## config.mk

```make
export PLATFORM = sky130hd
export DESIGN_NAME = jpeg_rle_reader
export DESIGN_NICKNAME = d
export VERILOG_FILES = /design/src/rtl/jpeg_rle_reader.sv
export SDC_FILE = /design/constraint.sdc
export NUM_CORES = 1
export LEC_CHECK = 0
export ABC_AREA = 1
export BUFFER_PORTS_ARGS = -buffer_cell sky130_fd_sc_hd__buf_2
export CAP_MARGIN = 0
export CELL_PAD_IN_SITES_DETAIL_PLACEMENT = 0
export CELL_PAD_IN_SITES_GLOBAL_PLACEMENT = 1
export CORE_MARGIN = 1.5
export CORE_UTILIZATION = 30
export DETAILED_ROUTE_END_ITERATION = 10
export HOLD_SLACK_MARGIN = 0.12
export PLACE_DENSITY_LB_ADDON = 0.1
export SYNTH_ARGS = -nofsm -noshare
export SYNTH_HDL_FRONTEND = slang
export SYNTH_SLANG_ARGS = --single-unit
```

## constraint.sdc

```tcl
create_clock -name clk_i -period 3.1 [get_ports clk_i]
set_input_delay 0.62 -clock clk_i [delete_from_list [all_inputs] [get_ports clk_i]]
set_output_delay 0.62 -clock clk_i [all_outputs]
set_load 0.02 [all_outputs]
```

## src/rtl/jpeg_rle_reader.sv

```systemverilog
// Drains one 64-coefficient quantized block in zigzag order and emits JPEG
// run/size/amplitude tokens (DC difference, ZRL, AC, EOB) over a valid/ready port.
module jpeg_rle_reader (
  input  logic        clk_i,
  input  logic        rst_i,
  input  logic        start_i,
  input  logic        dc_clear_i,
  output logic        busy_o,
  output logic        done_o,
  output logic [4:0]  mem_addr_o,
  input  logic [31:0] mem_dat_i,
  output logic        tok_valid_o,
  input  logic        tok_ready_i,
  output logic [3:0]  tok_run_o,
  output logic [3:0]  tok_size_o,
  output logic [10:0] tok_amp_o,
  output logic        tok_dc_o,
  output logic        tok_eob_o
);

  localparam logic [2:0] IDLE = 3'd0;
  localparam logic [2:0] ADDR = 3'd1;
  localparam logic [2:0] READ = 3'd2;
  localparam logic [2:0] EVAL = 3'd3;
  localparam logic [2:0] ZRL  = 3'd4;
  localparam logic [2:0] EMIT = 3'd5;
  localparam logic [2:0] EOB  = 3'd6;
  localparam logic [2:0] DONE = 3'd7;

  // zigzag position -> raster index (row*8+col)
  localparam logic [5:0] ZZ [64] = '{
    6'd0,  6'd1,  6'd8,  6'd16, 6'd9,  6'd2,  6'd3,  6'd10,
    6'd17, 6'd24, 6'd32, 6'd25, 6'd18, 6'd11, 6'd4,  6'd5,
    6'd12, 6'd19, 6'd26, 6'd33, 6'd40, 6'd48, 6'd41, 6'd34,
    6'd27, 6'd20, 6'd13, 6'd6,  6'd7,  6'd14, 6'd21, 6'd28,
    6'd35, 6'd42, 6'd49, 6'd56, 6'd57, 6'd50, 6'd43, 6'd36,
    6'd29, 6'd22, 6'd15, 6'd23, 6'd30, 6'd37, 6'd44, 6'd51,
    6'd58, 6'd59, 6'd52, 6'd45, 6'd38, 6'd31, 6'd39, 6'd46,
    6'd53, 6'd60, 6'd61, 6'd54, 6'd47, 6'd55, 6'd62, 6'd63
  };

  logic [2:0]         state;
  logic [5:0]         idx;
  logic [5:0]         run;
  logic signed [11:0] pred;
  logic signed [11:0] coef;

  logic [5:0]         zz_cur;
  logic signed [15:0] half;
  logic signed [11:0] half_sat;
  logic signed [12:0] diff13;
  logic signed [11:0] val;
  logic [10:0]        mag;
  logic [10:0]        amp_src;
  logic [3:0]         size;
  logic [10:0]        amp;

  assign zz_cur     = ZZ[idx];
  assign mem_addr_o = zz_cur[5:1];
  assign busy_o     = (state != IDLE);
  assign done_o     = (state == DONE);

  always_comb begin
    half = zz_cur[0] ? mem_dat_i[15:0] : mem_dat_i[31:16];
    if (half > 16'sd2047)
      half_sat = 12'sd2047;
    else if (half < -16'sd2047)
      half_sat = -12'sd2047;
    else
      half_sat = half[11:0];
  end

  // Value being tokenised: saturated DC difference at i=0, otherwise the coefficient.
  always_comb begin
    diff13 = {coef[11], coef} - {pred[11], pred};
    if (idx != 6'd0)
      val = coef;
    else if (diff13 > 13'sd2047)
      val = 12'sd2047;
    else if (diff13 < -13'sd2047)
      val = -12'sd2047;
    else
      val = diff13[11:0];
  end

  always_comb begin
    mag     = val[11] ? (~val[10:0] + 11'd1) : val[10:0];
    amp_src = val[10:0] - {10'd0, val[11]};
    size    = '0;
    amp     = '0;
    for (int unsigned b = 0; b < 11; b++)
      if (mag[b]) size = 4'(b + 1);
    for (int unsigned b = 0; b < 11; b++)
      amp[b] = (4'(b) < size) ? amp_src[b] : 1'b0;
  end

  always_ff @(posedge clk_i) begin
    if (rst_i) begin
      state       <= IDLE;
      idx         <= '0;
      run         <= '0;
      pred        <= '0;
      coef        <= '0;
      tok_valid_o <= 1'b0;
      tok_run_o   <= '0;
      tok_size_o  <= '0;
      tok_amp_o   <= '0;
      tok_dc_o    <= 1'b0;
      tok_eob_o   <= 1'b0;
    end else begin
      // a clear in the same cycle as the DC acceptance wins
      if (dc_clear_i)
        pred <= '0;
      else if (state == EMIT && tok_ready_i && tok_dc_o)
        pred <= coef;

      case (state)
        IDLE: if (start_i) begin
          idx   <= '0;
          run   <= '0;
          state <= ADDR;
        end
        ADDR: state <= READ;
        READ: begin
          coef  <= half_sat;
          state <= EVAL;
        end
        EVAL: begin
          if (idx == 6'd0 || coef != 12'sd0) begin
            tok_valid_o <= 1'b1;
            tok_dc_o    <= (idx == 6'd0);
            tok_eob_o   <= 1'b0;
            if (run > 6'd15) begin
              tok_run_o  <= 4'd15;
              tok_size_o <= '0;
              tok_amp_o  <= '0;
              run        <= run - 6'd16;
              state      <= ZRL;
            end else begin
              tok_run_o  <= run[3:0];
              tok_size_o <= size;
              tok_amp_o  <= amp;
              state      <= EMIT;
            end
          end else begin
            run <= run + 6'd1;
            if (idx == 6'd63) begin
              tok_valid_o <= 1'b1;
              tok_dc_o    <= 1'b0;
              tok_eob_o   <= 1'b1;
              tok_run_o   <= '0;
              tok_size_o  <= '0;
              tok_amp_o   <= '0;
              state       <= EOB;
            end else begin
              idx   <= idx + 6'd1;
              state <= ADDR;
            end
          end
        end
        ZRL: if (tok_ready_i) begin
          if (run > 6'd15) begin
            run <= run - 6'd16;
          end else begin
            tok_run_o  <= run[3:0];
            tok_size_o <= size;
            tok_amp_o  <= amp;
            state      <= EMIT;
          end
        end
        EMIT: if (tok_ready_i) begin
          tok_valid_o <= 1'b0;
          run         <= '0;
          if (idx == 6'd63) begin
            state <= DONE;
          end else begin
            idx   <= idx + 6'd1;
            state <= ADDR;
          end
        end
        EOB: if (tok_ready_i) begin
          tok_valid_o <= 1'b0;
          run         <= '0;
          state       <= DONE;
        end
        DONE: state <= IDLE;
        default: state <= IDLE;
      endcase
    end
  end

endmodule

```

Word level (Yosys, flattened, before mapping) --
Memory sizes are Yosys's and may differ from the RTL's. Cells that the tools add are included. W data, S select, Z words.
Cells by class: add/subtract/negate cells 6, magnitude comparators 17, eq/ne operators 16, multiplexer cells 75, bitwise logic cells 2, reduce and logical (&&, ||, !) cells 21
Operators by type and width (count):
- $mux W4 | 19
- $mux W11 | 6
- $mux W12 | 5
- $mux W6 | 10
- $mux W3 | 8
- $pmux W3 S8 | 1
- $pmux W6 S4 | 1
- $pmux W11 S2 | 1
- $mux W1 | 19
- $pmux W6 S3 | 1
- $gt A16 B12 Y1 const B | 1
- $lt A16 B12 Y1 const B | 1
- $lt A3 B4 Y1 const A | 4
- $mux W16 | 1
- $pmux W4 S2 | 2
- $gt A13 B12 Y1 const B | 1
- $lt A13 B12 Y1 const B | 1
- $sub A12 B12 Y13 | 1
- $add A6 B1 Y6 const B | 2
- $eq A3 B3 Y1 const B | 4
- $lt A4 B4 Y1 const A | 3
- $ne A2 B2 Y1 const B | 6
- $reduce_and A4 Y1 | 3
- $reduce_bool A12 Y1 | 1
- 27 further kinds | 35
Storage, ports and cells: register bits 61, bits in read-only memories 384, input bits 37, output and inout port bits 29, word-level logic and storage cells 149, memories kept 1
Memories:
- (name not given) | words 64, width 6, read ports 1, clocked after Yosys merged registers in 0, write ports 0, line 58 | assign zz_cur = ZZ[idx];

Depth between registers and ports, before layout --
Gate-level depths: netlist of the first run.
depth in word-level cells 24, depth in mapped cells 35, mapped depth without buffers 35

Least setup slack after synthesis of the first run --
No wires, ideal clock.
path type register to register, start point register coef[0], end point register tok_amp_o[10], library setup time 0.132 ns, data arrival time 3.152 ns, data required time 2.968 ns, slack -0.184 ns, stages on the path, launching flop included 26, buffers on the path 1, period minus slack after synthesis 3.284 ns, cell sequence dfxtp_1 > inv_1 > ha_1 > fa_1 > inv_1 > nand2_1 > nand2_1 > nand3_1 > nand2_1 > nand2_1 > nand2_2 > xor2_4 > o21a_1 > inv_2 > buf_4 > ha_1 > inv_1 > nor2_1 > inv_1 > nor2_1 > inv_1 > nor2_1 > nand2_1 > xor2_1 > nand4_1 > a21oi_1
On the way: cells in the longest elaborated chain, start to end 24, elaborated cells between the ends (all ways) 32, classes of those cells add/sub: 3; order compare: 3; eq/ne: 1; mux: 21; bitwise: 1; reduce/logical: 3
Ends and longest elaborated chain:
- start: declaration | line 46 | logic signed [11:0] coef;
- start signal: assignment | line 125 | coef <= half_sat;
- $sub A12 B12 Y13 | line 75 | diff13 = {coef[11], coef} - {pred[11], pred};
- $lt A13 B12 Y1 | line 80 | else if (diff13 < -13'sd2047)
- $mux W12 | line 80
- $mux W12 | line 78 | else if (diff13 > 13'sd2047)
- $mux W12 | line 76 | if (idx != 6'd0)
- $not A11 Y11 | line 87 | mag = val[11] ? (~val[10:0] + 11'd1) : val[10:0];
- $add A11 B1 Y11 | line 87
- $mux W11 | line 87
- $mux W1 | line 92 | if (mag[b]) size = 4'(b + 1);
- $mux W4 (10 in a row) | line 92
- $lt A4 B4 Y1 | line 94 | amp[b] = (4'(b) < size) ? amp_src[b] : 1'b0;
- $mux W1 | line 94
- $mux W11, on equally long branches | line 162, 133
- $mux W11, on equally long branches | line 161, 129
- $pmux W11 S2 | line 117 | case (state)
- end signal: assignment | line 142 | tok_amp_o <= amp;
- end signal: assignment | line 167 | tok_amp_o <= amp;
- end: declaration | line 16 | output logic [10:0] tok_amp_o,
Parallel ways exist; a longest one is shown, timed or not. The select of a mux whose other input is x is not followed. A chain may end at the register's enable or synchronous reset.

Final worst setup path of the first run --
start point register coef[0], end point register tok_amp_o[5]
On the way: cells in the longest elaborated chain, start to end 24, elaborated cells between the ends (all ways) 32, classes of those cells add/sub: 3; order compare: 3; eq/ne: 1; mux: 21; bitwise: 1; reduce/logical: 3
Ends and longest elaborated chain (line):
- $sub A12 B12 Y13 | 75
- $lt A13 B12 Y1 | 80
- $mux W12 | 80
- $mux W12 | 78
- $mux W12 | 76
- $not A11 Y11 | 87
- $add A11 B1 Y11 | 87
- $mux W11 | 87
- $mux W1 | 92
- $mux W4 (10 in a row) | 92
- $lt A3 B4 Y1 | 94
- $mux W1 | 94
- $mux W11, on equally long branches | 162, 133
- $mux W11, on equally long branches | 161, 129
- $pmux W11 S2 | 117
Parallel ways exist; a longest one is shown, timed or not. The select of a mux whose other input is x is not followed.

==> reports/metrics.csv, run 1 <==
stage,metric,value,unit
run_status,status,"complete, but fails checks",
run_status,failed_checks,setup timing,
synthesis,synth_fa_ha_area_share,7.162,%
synthesis,synth-simple-area-share,33.70,%
synthesis,synth_top_family_by_area,simple AND/OR/NAND/NOR gates,
place,placed_area,0.006753,sq mm
finish,nets,1087,
cts,h-tree-depth,3,
critical_path,cp_common_cell,nand2_4,
timing,timing.final.crit_period,3.495,ns
routing,ant_nets,0,
cts,clock-root-buffer,clkbuf_16,
routing,num_vias,5951,
grt,grt_pass1_wl,28730,um
cts,cts-hold-fix-buffers,0,
routing,drt_wl_total,17620,um
finish,design_area,0.007752,sq mm
finish,drive_gt1_share,39.57,%
place,placed_cells,1210,
grt,antenna_found_initial,0,
timing,fin_skew,0.01263,ns
floorplanning,initial_core_util,30.96,%
floorplanning,rows,47,
critical_path,slowest_stage,fa_2,
synthesis,yosysSeqAreaShare,23.61,%
timing,slew_violations,0,
finish,stdcell_count,1246,
place,place.detailed.hpwl,14080,um
cts,clock_latency,0.33,ns
floorplanning,dieHeight,134.3,um
worst_hold_path,hold_path_class,reg -> reg,
critical_path,crit_fanout,5,
critical_path,crit_path_max_incr_delay,0.37,ns
synthesis,synth_top_area_share,23.61,%
timing,max_clock_freq,286.1,MHz
cts,cts-buffers-inserted,9,
synthesis,synth_top_flop_cell,dfxtp_1,
routing,drt_iter0_drc,255,
finish,seqCellArea,0.001227,sq mm
finish,n_fill_cell,1707,
timing,slew_headroom,51.51,%
synthesis,synthMostInstantiatedCell,nand2_1,
grt,grt_start_max_net_pins,25,
timing,period_share,112.7,%
cts,path_clk_slew,0.06,ns
synthesis,synth_compound_area_share,19.60,%
grt,track_usage,19.55,%
critical_path,cp-end-kind,register,
synthesis,synthMuxAreaShare,3.218,%
grt,globalRouteOverflowTotal,0,
synthesis,synth_top_area_cell,dfxtp_1,
timing,timing.final.ws_setup,-0.3951,ns
synthesis,synth_common_cells,"nand2_1 (203), inv_1 (114), nor2_1 (72)",
critical_path,worstSetupStartpointType,register,
synthesis,yosys-top-cells-area,"dfxtp_1 (24%), nand2_1 (15%), inv_1 (8.3%)",
floorplanning,fp.dieArea,0.01803,sq mm
cts,cts.sinks,61,
synthesis,synth-seq-cells,61,
floorplanning,core,0.01670,sq mm
timing,hold_viol,0,
routing,post_drt_wl_per_cell,14.14,um
place,gp_congestion,0.9256,
finish,final_util,46.42,%
synthesis,synth_cell_types,53,
synthesis,synth.avg_cell_area,6.408,sq um
timing,holdWs,0.4607,ns
place,port_buffers,65,
synthesis,syn_nets,873,
timing,rsz0062_at_grt,yes,
critical_path,critPathRequiredTime,3.30,ns
routing,drc_errors,0,
job,maxCapViolations,0,
synthesis,synth_xor_area_share,1.694,%
synthesis,synth_edf_count,0,
critical_path,crit_type,reg -> reg,
synthesis,syn_area,0.005171,sq mm
synthesis,yosysWarningCount,0,
cts,cts_buffer_depth,2,
synthesis,async_flop_share,0,%
synthesis,synth_cells,807,
grt,first_global_vias,5908,
critical_path,worstPathArrival,3.69,ns
routing,drt_pass1_iterations,4,
floorplanning,num_io_pins,66,
cts,cts_tree,yes,
floorplanning,die_w,134.3,um
finish,multi_input_area,0.003928,sq mm
timing,tightestPinTransition,0.7247,ns
finish,diodes,0,
finish,area_growth,49.92,%
routing,vias_per_cell,4.776,
timing,setup_viol,15,
## worst paths after layout
check	start	cells past startpoint	end	slack [ns]
worst min register to register	tok_amp_o[1]	2	tok_amp_o[1]	0.46
worst max-delay path	coef[0]	28	tok_amp_o[5]	-0.40
worst min-delay path	tok_amp_o[1]	2	tok_amp_o[1]	0.46
worst max register to register	coef[0]	28	tok_amp_o[5]	-0.40
## logic make-up (layout without fill, tap and decap cells)
group / Yosys count / after routing
compound gates: 165 / 165
xor+xnor: 7 / 7
fa+ha+maj: 29 / 29
buf+inv: 145 / 363
flops: 61 / 61
mux: 15 / 15
simple gates: 385 / 386
## metal layers
layer / vias up / wire [um] / global-route usage [%]
met5: - / 0 / 0
met1: 2720 / 8481 / 26.56
met2: 117 / 8355 / 33.39
li1: 3095 / - / -
met3: 19 / 565 / 2.041
met4: 0 / 218 / 4.241
## repair_timing
item                                    in CTS  in global routing
setup buffers                               14                  5
pin swaps                                   35                 30
resized for setup                           53                 76
gates cloned                                 1                  0
endpoints found under the setup margin      26                 26
## cell usage in the layout, fill, tap and decap left out, drive strengths merged, types with 2 or more instances in the layout
cell type,count
nor3,15
xor2,6
bufinv,2
nand2,227
a31oi,2
ha,28
nand4,11
nor2,79
a221oi,13
mux2i,2
a22oi,6
buf,221
a211oi,8
nor4,5
clkbuf,11
a21oi,68
nand3,44
o21ai,52
or2,2
clkinv,3
mux2,13
o211ai,2
o31ai,2
inv,126
o22ai,5
dfxtp,61
## state kept, by name, indices dropped and copies added, names as in the netlist
| signal | count |
|---|---|
| coef | 12 |
| pred | 12 |
| tok_amp_o | 11 |
| idx | 6 |
| run | 6 |
| tok_run_o | 4 |
| tok_size_o | 4 |
| state | 3 |
| tok_dc_o | 1 |
| tok_eob_o | 1 |
| tok_valid_o | 1 |
## metrics by stage
stage                     TNS [ns]  setup slack (ns)
final                       -4.994           -0.3951
after global routing        -8.753           -0.6539
after CTS                   -4.220           -0.3763
after detailed placement    -6.447           -0.4384
after global placement      -6.393           -0.4491
after floorplan                  0          0.002312
## area by class of cell
type | count | area share, %
Tap cell | 220 | 3.551
Clock inverter | 5 | 0.9684
Multi-Input combinational cell | 602 | 50.66
Timing Repair Buffer | 221 | 19.88
Inverter | 126 | 6.101
Clock buffer | 11 | 3.002
Sequential cell | 61 | 15.83
## critical path: cells and delay by family (launching register included)
family	cells	cell delay [ns]
xor+xnor	2	0.30
simple gates	19	1.72
fa+ha+maj	2	0.52
compound gates	2	0.20
buf+inv	3	0.30
flops	1	0.33
Power of run 1 is not shown: default switching activity piles up to over one toggle a cycle in this logic, so the estimate is an artifact.
==> run 2, diff against run 1 <==
- clock period: 3.1 -> 3.65 ns (I/O delays scaled with it)
==> run 2 against run 1 <==
Via count fell by 5.6%. Sequential share of layout area is 2.2 points higher. Final area down 12%. Register-to-register slack gained 0.52 ns. The flow now finishes without violations. Setup slack improved by 0.52 ns.
==> reports/metrics.csv, run 2 (same netlist as run 1, synthesis figures left out) <==
stage,metric,value,unit,change
grt,use_met3,2.192,%,+0.15 points
place,gp_congestion,0.8729,,-5.7%
grt,grt_pass1_wl,27050,um,-5.9%
routing,drc_errors,0,,unchanged
cts,clock_latency,0.33,ns,about the same
timing,timing.final.crit_period,3.530,ns,+0.03476 ns
place,port_buffers,65,,unchanged
routing,drt_wl_total,16740,um,-5.0%
critical_path,crit_fanout,6,,+1
cts,path_clk_slew,0.05,ns,about the same
timing,slew_headroom,43.34,%,-8.2 points
finish,final_cell_mix,"nand2_1 (174), inv_1 (111), nor2_1 (65), buf_2 (65), buf_4 (63)",,
grt,antenna_found_initial,0,,unchanged
floorplanning,initial_core_util,30.96,%,unchanged
place,place_ws,-0.07630,ns,+0.3621 ns
timing,rsz0062_at_grt,yes,,
floorplanning,fp.dieArea,0.01803,sq mm,unchanged
timing,fin_skew,0.006887,ns,-0.005739 ns
worst_hold_path,hold_path_class,reg -> reg,,
critical_path,cp_common_cell,nand2_2,,
timing,period_share,96.71,%,-16 points
grt,first_global_vias,5421,,-8.2%
critical_path,worstSetupStartpointType,register,,
floorplanning,die_w,134.3,um,unchanged
cts,cts_buffer_depth,2,,unchanged
floorplanning,num_io_pins,66,,unchanged
finish,drive_gt1_share,30.52,%,-9.0 points
grt,globalRouteOverflowTotal,0,,unchanged
timing,timing.final.ws_setup,0.1202,ns,+0.5152 ns
routing,vias_per_cell,4.857,,+1.7%
place,placed_cells,1124,,-7.1%
cts,cts.sinks,61,,unchanged
timing,max_clock_freq,283.3,MHz,-0.98%
finish,nets,998,,-8.2%
run_status,status,"complete, no violations",,
routing,ant_nets,0,,unchanged
routing,num_vias,5620,,-5.6%
grt,busiest_layer,met2,,
floorplanning,dieHeight,134.3,um,unchanged
finish,diodes,0,,unchanged
place,place.detailed.hpwl,13260,um,-5.8%
critical_path,critPathRequiredTime,3.83,ns,+0.53 ns
grt,track_usage,18.50,%,-1.1 points
cts,cts_tree,yes,,
job,maxCapViolations,0,,unchanged
timing,setup_viol,0,,-15
routing,drt_pass1_iterations,4,,unchanged
critical_path,slowest_stage,fa_2,,
critical_path,crit_path_max_incr_delay,0.38,ns,about the same
floorplanning,rows,47,,unchanged
critical_path,crit_type,reg -> reg,,
timing,timing.setup.tns,0,ns,+4.994 ns
timing,slew_violations,0,,unchanged
cts,cts-hold-fix-buffers,0,,unchanged
critical_path,path_buf_inv,4,,+1
timing,tightestPinTransition,0.8499,ns,+0.1253 ns
timing,hold_viol,0,,unchanged
critical_path,cp-end-kind,register,,
finish,area_growth,31.50,%,
finish,reg_top3,"coef x12, pred x12, tok_amp_o x11",,
critical_path,crit_family,simple AND/OR/NAND/NOR gates,,
cts,h-tree-depth,3,,unchanged
grt,grt_start_max_net_pins,43,,+72%
finish,stdcell_count,1157,,-7.1%
grt,use_met2,30.31,%,-3.1 points
routing,post_drt_wl_per_cell,14.47,um,+2.3%
cts,clock-root-buffer,clkbuf_16,,
finish,layout_commonest_cell,nand2_1,,
grt,grtUsageMet1,25.84,%,-0.73 points
floorplanning,core,0.01670,sq mm,unchanged
cts,cts-buffers-inserted,9,,unchanged
critical_path,worstPathArrival,3.71,ns,+0.02 ns
routing,drt_iter0_drc,202,,-21%
[run 2: worst reg2reg max path: cells and delay by family (launching register included)]
family	cells	cell delay (ns)
AO/OA/AOI/OAI	2	0.31
XOR/XNOR	2	0.23
adder cells (fa/ha/maj)	2	0.54
buffers and inverters	4	0.44
flip-flops	1	0.34
AND/OR/NAND/NOR	17	1.52
[run 2: layout make-up]
| class | instances | area (sq um) |
|---|---|---|
| Multi-Input combinational cell | 603 | 3694 |
| Timing Repair Buffer | 131 | 840.8 |
| Tap cell | 220 | 275.3 |
| Clock buffer | 12 | 246.5 |
| Inverter | 126 | 473.0 |
| Fill cell | 1817 | 9901 |
| Sequential cell | 61 | 1224 |
| Clock inverter | 4 | 47.55 |
[run 2: metal layers]
layer / routed length, um / up-vias
met3: 450 / 10
met5: 0 / -
met2: 7761 / 98
met1: 8390 / 2602
met4: 134 / 0
li1: - / 2910
[run 2: per-stage QoR]
step | utilization, % | cell area, sq um | hold WS (ns)
global route | 40.72 | 6800 | 0.4849
finish | 40.72 | 6800 | 0.4606
CTS | 38.14 | 6370 | 0.4629
floorplan | - | 5171 | 0.4347
detailed placement | 36.28 | 6058 | 0.4541
global placement | 36.28 | 6058 | 0.4500
[run 2: final timing paths]
check | start | endpoint | slack, ns | cells after the start
setup reg to reg | coef[0] | tok_amp_o[5] | 0.12 | 27
hold / removal | tok_run_o[0] | tok_run_o[0] | 0.46 | 2
hold reg to reg | tok_run_o[0] | tok_run_o[0] | 0.46 | 2
setup / recovery | coef[0] | tok_amp_o[5] | 0.12 | 27
[run 2: what timing repair did]
action,in CTS,in global routing
endpoints found under the setup margin,8,26
gates cloned,0,2
setup buffers,0,15
gates resized for setup,4,80
pin swaps,0,31
Power of run 2 is left out for the same reason.
==> run 3, diff against run 2 <==
- CORE_UTILIZATION: 30 -> 42
==> run 3 against run 2 <==
First-iteration DRC count is 100% higher. Global-route usage is 5.1 points higher. Setup slack worse by 0.058 ns. Die area is 28% lower. Non-clock buffer count is 16 lower. Critical endpoint is now tok_amp_o[1]. Largest cell class unchanged.
==> reports/metrics.csv, run 3 (same netlist as run 1, synthesis figures left out) <==
stage,metric,value,unit,change
run_status,status,"complete, no violations",,
routing,drt_wl_total,15560,um,-7.0%
routing,vias_per_cell,5.312,,+9.4%
worst_hold_path,hold_path_class,reg -> reg,,
floorplanning,rows,40,,-15%
critical_path,worstSetupStartpointType,register,,
finish,nets,981,,-1.7%
routing,drc_errors,0,,unchanged
critical_path,worstPathArrival,3.76,ns,+0.05 ns
timing,slew_violations,0,,unchanged
routing,num_vias,5668,,+0.85%
timing,holdWs,0.4640,ns,+0.003401 ns
finish,area_growth,25.43,%,
critical_path,r2r_slack,0.06,ns,-0.06 ns
finish,drive_gt1_share,27.28,%,-3.2 points
grt,first_global_vias,5090,,-6.1%
cts,cts-hold-fix-buffers,0,,unchanged
finish,final_cell_mix,"nand2_1 (186), inv_1 (111), nor2_1 (67)",,
routing,drt_iter0_drc,404,,+100%
critical_path,cp_common_cell,nand2_2,,
critical_path,critPathRequiredTime,3.83,ns,about the same
routing,ant_nets,0,,unchanged
timing,max_clock_freq,278.7,MHz,-1.6%
floorplanning,initial_core_util,43.05,%,+12 points
timing,setup_viol,0,,unchanged
critical_path,cp-end-kind,register,,
grt,grt_start_max_net_pins,43,,unchanged
floorplanning,fp.dieArea,0.01299,sq mm,-28%
cts,clock_latency,0.33,ns,about the same
cts,clock-root-buffer,clkbuf_16,,
cts,h-tree-depth,3,,unchanged
place,port_buffers,65,,unchanged
place,gp_congestion,0.9166,,+5.0%
timing,timing.final.crit_period,3.588,ns,+0.05840 ns
critical_path,crit_fanout,5,,-1
timing,fin_skew,0.005164,ns,-0.001724 ns
cts,cts_buffer_depth,2,,unchanged
cts,path_clk_slew,0.05,ns,about the same
floorplanning,num_io_pins,66,,unchanged
grt,globalRouteOverflowTotal,0,,unchanged
cts,cts_tree,yes,,
job,maxCapViolations,0,,unchanged
critical_path,crit_type,reg -> reg,,
finish,stdcell_count,1067,,-7.8%
timing,hold_viol,0,,unchanged
finish,layout_commonest_cell,nand2_1,,
floorplanning,die_w,114.0,um,-15%
grt,grt_pass1_wl,24520,um,-9.3%
timing,rsz0062_at_grt,yes,,
cts,cts-buffers-inserted,9,,unchanged
routing,drt_pass1_iterations,5,,+1
critical_path,slowest_stage,fa_2,,
place,placed_area,0.005787,sq mm,-4.5%
timing,period_share,98.31,%,+1.6 points
grt,track_usage,23.58,%,+5.1 points
timing,tightestPinTransition,0.8448,ns,-0.005110 ns
place,placed_cells,1027,,-8.6%
place,place.detailed.hpwl,12100,um,-8.7%
finish,diodes,0,,unchanged
critical_path,crit_path_max_incr_delay,0.38,ns,about the same
cts,cts.sinks,61,,unchanged
finish,reg_top3,"coef x12, pred x12, tok_amp_o x11",,
timing,slew_headroom,43.68,%,+0.34 points
routing,post_drt_wl_per_cell,14.58,um,+0.80%
floorplanning,core,0.01201,sq mm,-28%
grt,antenna_found_initial,0,,unchanged
finish,design_area,0.006486,sq mm,-4.6%
floorplanning,dieHeight,114.0,um,-15%
-- run 3: changes by cell type in the layout (fill, tap and decap cells not counted), moves of 3 or more --
cell	previous run	this run
buf_4	63	49
nand2_1	174	186
nand2_2	41	30
ha_1	20	23
ha_4	4	1
-- run 3: final cells by class --
type	instances	area [sq um]
multi-input cells	602	3576
clock buffers	10	239.0
inverters	126	473.0
well taps	147	183.9
flip-flops and latches	61	1224
repair buffers	115	704.4
clock inverters	6	86.33
fillers	1174	5525
-- run 3: worst max-delay path: cells and delay by family, from the launching register on --
| family | cells | cell delay (ns) |
|---|---|---|
| compound gates | 3 | 0.25 |
| xor+xnor | 1 | 0.14 |
| fa+ha+maj | 2 | 0.54 |
| buf+inv | 3 | 0.25 |
| flops | 1 | 0.33 |
| simple gates | 21 | 1.93 |
-- run 3: worst paths after layout --
| check | cells past startpoint | from | end |
|---|---|---|---|
| setup / recovery | 30 | coef[0] | tok_amp_o[1] |
| hold / removal | 2 | pred[9] | pred[9] |
| setup reg to reg | 30 | coef[0] | tok_amp_o[1] |
| hold reg to reg | 2 | pred[9] | pred[9] |
-- run 3: what timing repair did --
| item | 4_1_cts | 5_1_grt |
|---|---|---|
| setup buffers | 1 | 22 |
| setup endpoints to repair | 8 | 24 |
| pin swaps | 1 | 34 |
| cloned | 0 | 1 |
| resized for setup | 6 | 51 |
-- run 3: layer usage --
| metal | routed length [um] | vias to the layer above | GRT usage [%] | part of all wire [%] |
|---|---|---|---|---|
| met4 | 350 | 0 | 7.000 | 2.2 |
| met3 | 754 | 27 | 3.401 | 4.8 |
| li1 | - | 2867 | - | - |
| met2 | 7251 | 156 | 39.16 | 47 |
| met1 | 7202 | 2618 | 31.79 | 46 |
| met5 | 0 | - | 0 | 0 |
-- run 3: metrics by stage --
step	utilization (%)	setup slack (ns)	TNS, ns
3_5_place_dp	48.18	-0.1204	-0.2264
3_3_place_gp	48.18	-0.03220	-0.03220
5_1_grt	54.00	-0.1761	-1.665
2_1_floorplan	-	0.3657	0
6_report	54.00	0.06177	0
4_1_cts	51.13	0.02091	0
Power of run 3 is left out for the same reason.
